**src/rtl/seg_frame_arbiter_pkg.sv**
```systemverilog
`default_nettype none
// ============================================================================
//  Module      : seg_frame_arbiter_pkg
//  Description : Shared constants, scan-state encoding and digit-select
//                table for the seven-segment frame arbiter.
//  Revision    : 1.0  initial release
// ============================================================================
package seg_frame_arbiter_pkg;

    // All segments off (segments are active low, bit7 = dp)
    localparam logic [7:0] SEG_BLANK = 8'hFF;
    // All digit enables off (enables are active low)
    localparam logic [3:0] DIG_OFF   = 4'b1111;

    // Per-slot scan phase: lit digit, then anti-ghost blank interval
    typedef enum logic [0:0] {
        SCAN_SHOW  = 1'b0,
        SCAN_BLANK = 1'b1
    } scan_state_e;

    // One-cold digit enable for digit index 0..3 (bit0 = rightmost digit)
    function automatic logic [3:0] dig_sel(input logic [1:0] idx);
        logic [3:0] sel;
        case (idx)
            2'd0:    sel = 4'b1110;
            2'd1:    sel = 4'b1101;
            2'd2:    sel = 4'b1011;
            2'd3:    sel = 4'b0111;
            default: sel = DIG_OFF;
        endcase
        return sel;
    endfunction

endpackage
`default_nettype wire

```
**src/rtl/seg_frame_arbiter_if.sv**
```systemverilog
`default_nettype none
// ============================================================================
//  Module      : seg_frame_arbiter_if
//  Description : Keyboard and message valid/ready channels feeding the
//                seven-segment frame arbiter.
//  Revision    : 1.0  initial release
// ============================================================================
interface seg_frame_arbiter_if;

    logic        i_kb_valid;
    logic        o_kb_ready;
    logic [7:0]  i_kb_char;
    logic        i_kb_bksp;
    logic        i_msg_valid;
    logic        o_msg_ready;
    logic [31:0] i_msg_frame;

    // Producer side (PS/2 decode stage, message source)
    modport master (
        output i_kb_valid, i_kb_char, i_kb_bksp, i_msg_valid, i_msg_frame,
        input  o_kb_ready, o_msg_ready
    );

    // Arbiter side
    modport slave (
        input  i_kb_valid, i_kb_char, i_kb_bksp, i_msg_valid, i_msg_frame,
        output o_kb_ready, o_msg_ready
    );

endinterface
`default_nettype wire

```
**src/rtl/seg_frame_arbiter_scan_timer.sv**
```systemverilog
`default_nettype none
// ============================================================================
//  Module      : seg_frame_arbiter_scan_timer
//  Description : Digit scan timing. Each digit slot is PRESCALE cycles:
//                SHOW for PRESCALE-BLANK_CYCLES, then BLANK_CYCLES with all
//                digits off. Digits cycle 0..3; o_frame_tick pulses on the
//                last cycle of the digit3 blank interval.
//  Revision    : 1.0  initial release
// ============================================================================
module seg_frame_arbiter_scan_timer
    import seg_frame_arbiter_pkg::*;
#(
    parameter int PRESCALE     = 65536,
    parameter int BLANK_CYCLES = 4
) (
    input  wire logic   i_clk,
    input  wire logic   i_rst_n,
    output scan_state_e o_state,
    output logic [1:0]  o_digit,
    output logic        o_frame_tick
);

    localparam int CW = (PRESCALE > 1) ? $clog2(PRESCALE) : 1;
    localparam logic [CW-1:0] c_show_last  = CW'(PRESCALE - BLANK_CYCLES - 1);
    localparam logic [CW-1:0] c_blank_last = CW'(BLANK_CYCLES - 1);

    scan_state_e r_state;
    scan_state_e w_state_nxt;
    logic [CW-1:0] r_cnt;
    logic [CW-1:0] w_cnt_nxt;
    logic [1:0]    r_digit;
    logic [1:0]    w_digit_nxt;
    logic          w_tick;

    // Scan state register: reset parks the scan at the start of digit0 SHOW
    always_ff @(posedge i_clk or negedge i_rst_n) begin
        if (!i_rst_n) begin
            r_state <= SCAN_SHOW;
            r_cnt   <= '0;
            r_digit <= 2'd0;
        end else begin
            r_state <= w_state_nxt;
            r_cnt   <= w_cnt_nxt;
            r_digit <= w_digit_nxt;
        end
    end

    // Next-state: count out SHOW, then BLANK, then advance to the next digit
    always_comb begin
        w_state_nxt = r_state;
        w_cnt_nxt   = r_cnt + CW'(1);
        w_digit_nxt = r_digit;
        w_tick      = 1'b0;
        case (r_state)
            SCAN_SHOW: begin
                if (r_cnt == c_show_last) begin
                    w_state_nxt = SCAN_BLANK;
                    w_cnt_nxt   = '0;
                end
            end
            SCAN_BLANK: begin
                if (r_cnt == c_blank_last) begin
                    w_state_nxt = SCAN_SHOW;
                    w_cnt_nxt   = '0;
                    w_digit_nxt = r_digit + 2'd1;
                    w_tick      = (r_digit == 2'd3);
                end
            end
            default: begin
                w_state_nxt = SCAN_SHOW;
                w_cnt_nxt   = '0;
            end
        endcase
    end

    assign o_state      = r_state;
    assign o_digit      = r_digit;
    assign o_frame_tick = w_tick;

endmodule
`default_nettype wire

```
**src/rtl/seg_frame_arbiter.sv**
```systemverilog
`default_nettype none
// ============================================================================
//  Module      : seg_frame_arbiter
//  Description : Owns the 4-digit seven-segment display. Keeps a persistent
//                keyboard text buffer and overlays whole-frame messages for
//                HOLD_FRAMES full scan frames. The displayed frame is
//                snapshotted at frame start so a write never tears a frame.
//  Revision    : 1.0  initial release
// ============================================================================
module seg_frame_arbiter
    import seg_frame_arbiter_pkg::*;
#(
    parameter int PRESCALE     = 65536,
    parameter int BLANK_CYCLES = 4,
    parameter int HOLD_FRAMES  = 250,
    parameter int KB_LOCK      = 0
) (
    input  wire logic        i_clk,
    input  wire logic        i_rst_n,
    seg_frame_arbiter_if.slave io_bus,
    output logic             o_msg_active,
    output logic [3:0]       o_Chosen_Segment,
    output logic [7:0]       o_SevenSegmentDisplay
);

    localparam int HW = (HOLD_FRAMES > 0) ? $clog2(HOLD_FRAMES + 1) : 1;

    scan_state_e w_state;
    logic [1:0]  w_digit;
    logic        w_tick;

    logic [31:0]   r_buf;
    logic [31:0]   r_msg;
    logic [31:0]   r_snap;
    logic [HW-1:0] r_hold;
    logic          r_first;
    logic          r_active;
    logic          r_kb_ready;
    logic          r_msg_ready;
    logic [3:0]    r_chosen;
    logic [7:0]    r_segs;

    logic          w_kb_xfer;
    logic          w_msg_xfer;
    logic          w_expire;
    logic          w_active_nxt;
    logic [7:0]    w_snap_byte;

    seg_frame_arbiter_scan_timer #(
        .PRESCALE     (PRESCALE),
        .BLANK_CYCLES (BLANK_CYCLES)
    ) u_scan_timer (
        .i_clk        (i_clk),
        .i_rst_n      (i_rst_n),
        .o_state      (w_state),
        .o_digit      (w_digit),
        .o_frame_tick (w_tick)
    );

    assign w_kb_xfer  = io_bus.i_kb_valid  && r_kb_ready;
    assign w_msg_xfer = io_bus.i_msg_valid && r_msg_ready;
    // Last message frame ends on this tick (the arming tick never counts)
    assign w_expire   = w_tick && r_active && !r_first && (r_hold == HW'(1));

    // Ownership after this edge; a fresh accept always wins over expiry
    always_comb begin
        w_active_nxt = r_active;
        if (w_msg_xfer) begin
            w_active_nxt = 1'b1;
        end else if (w_expire) begin
            w_active_nxt = 1'b0;
        end
    end

    // Keyboard text buffer: shift in from the right, backspace shifts back
    always_ff @(posedge i_clk or negedge i_rst_n) begin
        if (!i_rst_n) begin
            r_buf <= 32'hFFFF_FFFF;
        end else if (w_kb_xfer) begin
            if (io_bus.i_kb_bksp) begin
                r_buf <= {SEG_BLANK, r_buf[31:8]};
            end else begin
                r_buf <= {r_buf[23:0], io_bus.i_kb_char};
            end
        end
    end

    // Message register and frame hold counter; the first tick after an
    // accept only finishes the keyboard frame already on screen
    always_ff @(posedge i_clk or negedge i_rst_n) begin
        if (!i_rst_n) begin
            r_msg    <= 32'hFFFF_FFFF;
            r_hold   <= '0;
            r_first  <= 1'b0;
            r_active <= 1'b0;
        end else begin
            r_active <= w_active_nxt;
            if (w_msg_xfer) begin
                r_msg   <= io_bus.i_msg_frame;
                r_hold  <= HW'(HOLD_FRAMES);
                r_first <= 1'b1;
            end else if (w_tick && r_active) begin
                if (r_first) begin
                    r_first <= 1'b0;
                end else begin
                    r_hold <= r_hold - HW'(1);
                end
            end
        end
    end

    // Registered readies track the ownership state after each edge
    always_ff @(posedge i_clk or negedge i_rst_n) begin
        if (!i_rst_n) begin
            r_kb_ready  <= 1'b0;
            r_msg_ready <= 1'b0;
        end else begin
            r_kb_ready  <= !((KB_LOCK != 0) && w_active_nxt);
            r_msg_ready <= !w_active_nxt;
        end
    end

    // Frame snapshot, reloaded only at frame start so frames never tear
    always_ff @(posedge i_clk or negedge i_rst_n) begin
        if (!i_rst_n) begin
            r_snap <= 32'hFFFF_FFFF;
        end else if (w_tick) begin
            r_snap <= (r_active && !w_expire) ? r_msg : r_buf;
        end
    end

    // Byte of the snapshot belonging to the digit being scanned
    always_comb begin
        w_snap_byte = SEG_BLANK;
        case (w_digit)
            2'd0:    w_snap_byte = r_snap[7:0];
            2'd1:    w_snap_byte = r_snap[15:8];
            2'd2:    w_snap_byte = r_snap[23:16];
            2'd3:    w_snap_byte = r_snap[31:24];
            default: w_snap_byte = SEG_BLANK;
        endcase
    end

    // Output pins are registered; blank interval forces everything off
    always_ff @(posedge i_clk or negedge i_rst_n) begin
        if (!i_rst_n) begin
            r_chosen <= DIG_OFF;
            r_segs   <= SEG_BLANK;
        end else if (w_state == SCAN_SHOW) begin
            r_chosen <= dig_sel(w_digit);
            r_segs   <= w_snap_byte;
        end else begin
            r_chosen <= DIG_OFF;
            r_segs   <= SEG_BLANK;
        end
    end

    assign io_bus.o_kb_ready     = r_kb_ready;
    assign io_bus.o_msg_ready    = r_msg_ready;
    assign o_msg_active          = r_active;
    assign o_Chosen_Segment      = r_chosen;
    assign o_SevenSegmentDisplay = r_segs;

endmodule
`default_nettype wire

```
**src/flat_wrapper.sv**
```systemverilog
// flat-port wrapper written by rule: the top's interface ports become plain ports
module seg_frame_arbiter_flat import seg_frame_arbiter_pkg::*;
#(
    parameter int PRESCALE     = 65536,
    parameter int BLANK_CYCLES = 4,
    parameter int HOLD_FRAMES  = 250,
    parameter int KB_LOCK      = 0
)
  (i_clk, i_rst_n, o_msg_active, o_Chosen_Segment, o_SevenSegmentDisplay, io_bus_i_kb_valid, io_bus_i_kb_char, io_bus_i_kb_bksp, io_bus_i_msg_valid, io_bus_i_msg_frame, io_bus_o_kb_ready, io_bus_o_msg_ready);
  seg_frame_arbiter_if io_bus_i ();
  input  wire logic i_clk;
  input  wire logic i_rst_n;
  output logic o_msg_active;
  output logic [3:0] o_Chosen_Segment;
  output logic [7:0] o_SevenSegmentDisplay;
  input wire logic [$bits(io_bus_i.i_kb_valid)-1:0] io_bus_i_kb_valid;
  input wire logic [$bits(io_bus_i.i_kb_char)-1:0] io_bus_i_kb_char;
  input wire logic [$bits(io_bus_i.i_kb_bksp)-1:0] io_bus_i_kb_bksp;
  input wire logic [$bits(io_bus_i.i_msg_valid)-1:0] io_bus_i_msg_valid;
  input wire logic [$bits(io_bus_i.i_msg_frame)-1:0] io_bus_i_msg_frame;
  output wire logic [$bits(io_bus_i.o_kb_ready)-1:0] io_bus_o_kb_ready;
  output wire logic [$bits(io_bus_i.o_msg_ready)-1:0] io_bus_o_msg_ready;
  assign io_bus_i.i_kb_valid = io_bus_i_kb_valid;
  assign io_bus_i.i_kb_char = io_bus_i_kb_char;
  assign io_bus_i.i_kb_bksp = io_bus_i_kb_bksp;
  assign io_bus_i.i_msg_valid = io_bus_i_msg_valid;
  assign io_bus_i.i_msg_frame = io_bus_i_msg_frame;
  assign io_bus_o_kb_ready = io_bus_i.o_kb_ready;
  assign io_bus_o_msg_ready = io_bus_i.o_msg_ready;
  seg_frame_arbiter #(.PRESCALE(PRESCALE), .BLANK_CYCLES(BLANK_CYCLES), .HOLD_FRAMES(HOLD_FRAMES), .KB_LOCK(KB_LOCK)) u_core (.i_clk(i_clk), .i_rst_n(i_rst_n), .io_bus(io_bus_i), .o_msg_active(o_msg_active), .o_Chosen_Segment(o_Chosen_Segment), .o_SevenSegmentDisplay(o_SevenSegmentDisplay));
endmodule
```
**config.mk**
```make
export PLATFORM = sky130hd
export DESIGN_NAME = seg_frame_arbiter_flat
export DESIGN_NICKNAME = d
export VERILOG_FILES = /design/src/rtl/seg_frame_arbiter_pkg.sv /design/src/rtl/seg_frame_arbiter_if.sv /design/src/rtl/seg_frame_arbiter_scan_timer.sv /design/src/rtl/seg_frame_arbiter.sv /design/src/flat_wrapper.sv
export SDC_FILE = /design/constraint.sdc
export NUM_CORES = 1
export LEC_CHECK = 0
export BUFFER_PORTS_ARGS = -buffer_cell sky130_fd_sc_hd__buf_2
export CAP_MARGIN = 20
export CELL_PAD_IN_SITES_DETAIL_PLACEMENT = 1
export CELL_PAD_IN_SITES_GLOBAL_PLACEMENT = 2
export CORE_ASPECT_RATIO = 0.5
export CORE_UTILIZATION = 40
export CTS_BUF_LIST = sky130_fd_sc_hd__clkbuf_8
export DETAILED_ROUTE_END_ITERATION = 8
export PLACE_DENSITY_LB_ADDON = 0.1
export SLEW_MARGIN = 0
export SYNTH_ARGS = -nofsm -noshare
export SYNTH_HDL_FRONTEND = slang
export SYNTH_SLANG_ARGS = --single-unit
```
**constraint.sdc**
```tcl
create_clock -name i_clk -period 2.5 [get_ports i_clk]
set_input_delay 0.25 -clock i_clk [delete_from_list [all_inputs] [get_ports i_clk]]
set_output_delay 0.25 -clock i_clk [all_outputs]
set_load 0.02 [all_outputs]
```
==> results of run 1 <==
## layout make-up
type                    instances  area share
flip-flops and latches        139      0.4717
multi-input cells             451      0.3451
repair buffers                103     0.09654
well taps                     204     0.03332
clock buffers                  17     0.03055
clock inverters                15     0.01731
inverters                      11    0.005390
## kinds of logic after synthesis
group / Yosys count
adders and majority gates: 7
other: 1
DFF: 139
xor gates and xnor gates: 14
and+or+nand+nor: 241
AOI/OAI and AO/OA: 130
buffers and inverters: 54
muxes: 58
## registers in the layout (all words and copies together), names as in the netlist
name / flops
u_core.o_SevenSegmentDisplay: 8
u_core.io_bus.o_msg_ready: 1
u_core.r_first: 1
u_core.u_scan_timer.r_cnt: 16
u_core.u_scan_timer.o_state: 1
u_core.io_bus.o_kb_ready: 1
u_core.u_scan_timer.o_digit: 2
u_core.r_buf: 32
u_core.r_hold: 8
u_core.o_Chosen_Segment: 4
u_core.r_snap: 32
u_core.r_msg: 32
u_core.o_msg_active: 1
## metal layers
metal  wire [um]  up-vias  global-route usage  part of all wire
met5           0        -                   0                 0
met4         165        0             0.05462            0.0096
met3         453        9             0.05083             0.026
met2        7343       67              0.3238              0.43
met1        9299     2438              0.3436              0.54
li1            -     2355                   -                 -
## power breakdown
part	internal (W)	leakage, nW	switching (W)
Clock	0.000723	0.177	0.00101
Combinational	0.000152	1.49	0.000158
Sequential	0.00243	1.50	0.000142
## cell usage in the layout, fill, tap and decap left out, types with 3 or more instances in the layout
cell,count
xor2_1,5
dlygate4sd3_1,33
and4_1,3
a222oi_1,8
o21ai_1,7
xnor2_1,9
nor2_1,62
nor4_2,3
inv_6,4
clkinvlp_4,4
inv_8,4
nor3_1,3
buf_2,58
inv_1,10
ha_1,7
or4_1,3
or3_1,5
nand2_1,117
mux2i_1,58
o31ai_1,5
nand3_1,11
buf_4,9
nor4_1,3
a21oi_1,35
and2_1,3
o21ai_0,64
a21o_1,8
nand4_1,5
clkbuf_8,17
dfrtp_1,31
dfstp_2,108
nand2b_1,12
## worst paths after layout
kind	depth (start not counted)	to	slack (ns)	from
hold reg to reg	2	u_core.r_msg[24]	0.46	u_core.r_msg[24]
setup / recovery	5	u_core.r_hold[5]	0.37	u_core.u_scan_timer.r_cnt[0]
hold / removal	3	u_core.r_buf[2]	0.08	io_bus_i_kb_char[2]
setup reg to reg	5	u_core.r_hold[5]	0.37	u_core.u_scan_timer.r_cnt[0]
min in group asynchronous	2	u_core.u_scan_timer.r_cnt[4]	0.31	i_rst_n
max in group asynchronous	3	u_core.r_msg[30]	1.45	i_rst_n
## synthesized netlist by cell type (2+ instances only)
library cell and number:
a21o_1 8, a21oi_1 35, a222oi_1 8, and2_1 4, and4_1 3, buf_1 3
buf_2 6, buf_4 3, buf_6 2, clkbuf_1 29, dfrtp_1 31, dfstp_2 108
ha_1 7, inv_1 10, mux2i_1 58, nand2_1 117, nand2b_1 12, nand3_1 11
nand4_1 5, nor2_1 62, nor3_1 3, nor4_1 3, nor4_2 3, nor4b_1 2
o21ai_0 64, o21ai_1 7, o31ai_1 5, or3_1 5, or4_1 3, xnor2_1 9
xor2_1 5
## per-stage QoR
| stage | utilization | setup WS, ns | total power, W | instances | hold WS [ns] |
|---|---|---|---|---|---|
| after floorplan | - | 0.7794 | 0.002687 | 644 | -0.04559 |
| after global placement | 0.4459 | 0.4583 | 0.002868 | 875 | 0.2457 |
| after detailed placement | 0.4459 | 0.4208 | 0.002880 | 875 | 0.2320 |
| after CTS | 0.4905 | 0.3808 | 0.004675 | 940 | 0.06288 |
| after global routing | 0.4905 | 0.1745 | 0.004826 | 940 | 0.06833 |
| final | 0.4905 | 0.3695 | 0.004612 | 940 | 0.08088 |
## worst max-delay path: stages (launching register included)
cell and delay [ns]:
dfrtp_1 0.39, ha_1 0.25, nor4b_2 0.26, nand4_1 0.43, or4_1 0.63, nand3_1 0.10
## what timing repair did
action,in CTS,in global routing
setup buffers,0,0
endpoints found under the hold margin,51,0
gates resized for setup,0,0
hold buffers,33,0
==> results.toml, run 1 <==
[outcome]
status = "finished clean"

[clock_network]
cts_tree = "done"
cts_buffer_depth = 2
cts.sinks = 139
clk_latency_ns = 0.46
path_clk_slew_ns = 0.09
ctsRootBufferMaster = "clkbuf_8"
h-tree-depth = 4
numCtsBuffers = 17

[timing]
clock_skew_ns = 0.01672
worst_slew_pin_slew_ns = 0.8740
fmax_mhz = 469.4
rsz0062_at_grt = "false"
tns_ns = 0
slew_violations = 0
maxSlewHeadroom = 0.4173
finalHoldViolations = 0
fin_crit_sh = 0.8522
setup_viol = 0
fin_crit_ns = 2.130

[final_layout]
nFillCells = 1754
syn_to_final_growth_pct = 18.00
design_area_mm2 = 0.007660
drive_above_1_share = 0.3003
diodes = 0
nets = 775
multi_input_area_mm2 = 0.002644
seqCellArea_mm2 = 0.003613

[grt]
grt_max_degree = 65
grt_pass1_vias = 5206
antenna_found_initial = 0
grt_use_total = 0.2267
grt_pass1_wl_um = 28720
gr-total-overflow = 0

[drt]
wl_per_cell_um = 18.36
drc = 0
finalWirelength_um = 17260
via_per_inst = 5.180
ant_nets = 0
dr.pass1.iters = 4
first_iter_violations = 334
routed-via-count = 4869

[synthesis]
synth_edf_count = 0
synth.mux.area_fraction = 0.08944
synthSimpleGateAreaFrac = 0.1712
syn_area_mm2 = 0.006491
synthAdderAreaFrac = 0.01349
synth_top_area_frac = 0.4372
syn-num-nets = 696
ys_types = 44
synth_top_area_cell = "dfstp_2"
synthCells = 644
avgSynthCellArea_um2 = 10.08
ys_ff_latch = 139
synth-compound-area-share = 0.1133
synthArstFlopShare = 1.000
synth_top_family_by_area = "simple AND/OR/NAND/NOR gates"
yosys_warnings = 0
synth_ff_type = "dfstp_2"
synthXorXnorAreaFrac = 0.01889
seq_area_frac_synth = 0.5567
ys_top_cells_by_area = "dfstp_2, dfrtp_1, mux2i_1"

[die]
dieArea_mm2 = 0.01677
initial_core_util = 0.4157
coreArea_mm2 = 0.01562
die_w_um = 182.2
ios = 60
die_h_um = 92.08
core.rowCount = 32

[placed_design]
place_hpwl_um = 11680
portBuffers = 59
gp_congestion = 0.7666
place_area_mm2 = 0.006963

[power_and_ir_drop]
p_leak_nw = 3.171
p_per_area_mw_per_mm2 = 602.1
ir_drop_uv = 325.4

[worst_setup_path]
worst_ep_arrival_time_ns = 2.52
crit_fanout = 11
cp-end-kind = "flip-flop"
critical_path_required_ns = 2.89
crit_type = "reg -> reg"
crit_path_start_kind = "flip-flop"

[hold_path]
hp-class = "in -> reg"

[run]
maxCapViolCount = 0
Power figures use the tool's default switching activity.
==> run 2, diff against run 1 <==
==> constraint.sdc (replaced) <==
create_clock -name i_clk -period 2.5 [get_ports i_clk]
set_input_delay 0.125 -clock i_clk [delete_from_list [all_inputs] [get_ports i_clk]]
set_output_delay 0.125 -clock i_clk [all_outputs]
set_load 0.02 [all_outputs]
==> run 2 against run 1 <==
Net effect:
- highest routed layer unchanged
- clock power is 5% higher
- sequential power hardly changed
- global-route usage is 0.58 points higher
- first-iteration DRC count is 21% lower
- design area is 1.6% higher
==> results.toml, run 2 (synthesis gave the netlist of run 1 again) <==
[die]
dieArea_mm2 = 0.01677
die_h_um = 92.08
initial_core_util = 0.4157
die_w_um = 182.2
ios = 60
core.rowCount = 32
coreArea_mm2 = 0.01562

[placed_design]
place_hpwl_um = 11620
gp_congestion = 0.8054
dp_cells = 878
portBuffers = 59

[hold_path]
min_from = "io_bus_i_msg_valid"
min_path_cells = 3
hold-path-endpoint = "u_core.o_msg_active"
hp-class = "in -> reg"

[worst_setup_path]
cp_cell_sequence = "ha_1 > nor4b_2 > nand4_1 > or4_1 > nand3_1"
worst_ep_arrival_time_ns = 2.53
r2r-start = "u_core.u_scan_timer.r_cnt[0]"
crit_type = "reg -> reg"
rr_worst_depth = 5
cp_slowest_cell = "or4_1"
r2r_slack_ns = 0.35
r2r_end = "u_core.r_hold[7]"
cp-end-kind = "flip-flop"
cpPeakStageDelay_ns = 0.64
crit_path_start_kind = "flip-flop"
crit_fanout = 11
critical_path_required_ns = 2.87

[power_and_ir_drop]
p_clk_frac = 0.388
combPwrFrac = 0.069
ir_drop_uv = 362.8
p_per_area_mw_per_mm2 = 604.3
p_int_w = 0.003464
p_leak_nw = 3.229
pwr-share-seq = 0.543
switching_share = 0.2638
power_switching_w = 0.001241

[clock_network]
clk_latency_ns = 0.45
cts_buffer_depth = 2
numCtsBuffers = 17
cts.sinks = 139
ctsRootBufferMaster = "clkbuf_8"
cts_tree = "done"
h-tree-depth = 4
ctsResizeCount = 0
path_clk_slew_ns = 0.09

[grt]
grt_max_degree = 60
gr-total-overflow = 0
grt_use_total = 0.2326
antenna_found_initial = 0
grt_pass1_vias = 5279
grt_pass1_wl_um = 29410

[final_layout]
nets = 786
diodes = 0
nFillCells = 1756
instances_no_fill = 951
syn_to_final_growth_pct = 19.93
layout_common_cells = "nand2_1, dfstp_2, o21ai_0"
multi_input_area_mm2 = 0.002644
seqCellArea_mm2 = 0.003613
final_common_cell = "nand2_1"
drive_above_1_share = 0.2999
top_regs = "u_core.r_buf: 32 flops, u_core.r_msg: 32 flops, u_core.r_snap: 32 flops"

[drt]
ant_nets = 0
first_iter_violations = 265
wl_per_cell_um = 18.83
drc = 0
routed-via-count = 5025
finalWirelength_um = 17910
via_per_inst = 5.284
dr.pass1.iters = 5

[outcome]
status = "finished clean"

[timing]
tns_ns = 0
slew_violations = 0
finalHoldViolations = 0
setup_viol = 0
fin_crit_ns = 2.152
fin_crit_sh = 0.8608
rsz0062_at_grt = "false"
clock_skew_ns = 0.01341
fmax_mhz = 464.7
maxSlewHeadroom = 0.4188
worst_slew_pin_slew_ns = 0.8718

[run]
maxCapViolCount = 0
[run 2: cell types whose count changed in the layout (fill, tap and decap cells not counted), sizes merged]
| cell | change |
|---|---|
| clkbuf | +3 |
| inv | -5 |
| clkinv | +1 |
| buf | +3 |
| bufinv | +1 |
| dlygate4sd3 | +8 |
[run 2: per-stage QoR]
stage / hold WS [ns] / total power (W) / setup WS, ns / util / instance area [um^2]
after floorplan: -0.1706 / 0.002687 / 0.7794 / - / 6491
after global placement: 0.1275 / 0.002850 / 0.4627 / 0.4474 / 6985
after detailed placement: 0.1234 / 0.002867 / 0.4100 / 0.4474 / 6985
after CTS: 0.07404 / 0.004762 / 0.3485 / 0.4986 / 7785
after global routing: 0.1172 / 0.004906 / 0.1877 / 0.4986 / 7785
final: 0.08292 / 0.004704 / 0.3479 / 0.4986 / 7785
[run 2: power by group through the flow]
stage | Clock [W] | Combinational (W) | Sequential, W
floorplan | 0 | 0.000162 | 0.00253
global placement | 0 | 0.000264 | 0.00259
detailed placement | 0 | 0.000278 | 0.00259
CTS | 0.00188 | 0.000328 | 0.00255
global route | 0.00197 | 0.000368 | 0.00257
finish | 0.00182 | 0.000324 | 0.00256
[run 2: worst max-delay path by stage]
stage                                       from                to  slack (ns)  depth (start not counted)
CTS                 u_core.u_scan_timer.r_cnt[0]  u_core.r_hold[7]        0.35                          5
floorplan           u_core.u_scan_timer.r_cnt[0]  u_core.r_hold[7]        0.78                          6
global placement    u_core.u_scan_timer.r_cnt[0]  u_core.r_hold[5]        0.46                          5
finish              u_core.u_scan_timer.r_cnt[0]  u_core.r_hold[7]        0.35                          5
detailed placement  u_core.u_scan_timer.r_cnt[0]  u_core.r_hold[7]        0.41                          5
global route        u_core.u_scan_timer.r_cnt[0]  u_core.r_hold[5]        0.19                          5
[run 2: area by class of cell]
cell class	instances	area share
Tap cell	204	0.03279
Inverter	11	0.005304
Clock buffer	20	0.03536
Multi-Input combinational cell	451	0.3396
Sequential cell	139	0.4642
Clock inverter	12	0.01463
Timing Repair Buffer	114	0.1082
[run 2: critical path: cells and delay by family, from the launching register on]
kind | cells | cell delay (ns)
adders and majority gates | 1 | 0.26
DFF | 1 | 0.39
and+or+nand+nor | 4 | 1.42
[run 2: timing repair]
item,in CTS,in global routing
setup buffers,0,0
hold endpoints to repair,62,0
hold buffers,41,0
[run 2: routing by layer]
metal	share of wire	vias to the layer above	global-route usage
li1	-	2379	-
met1	0.52	2564	0.3458
met2	0.44	75	0.3499
met3	0.035	7	0.04130
met4	0.0051	0	0.05462
met5	0	-	0
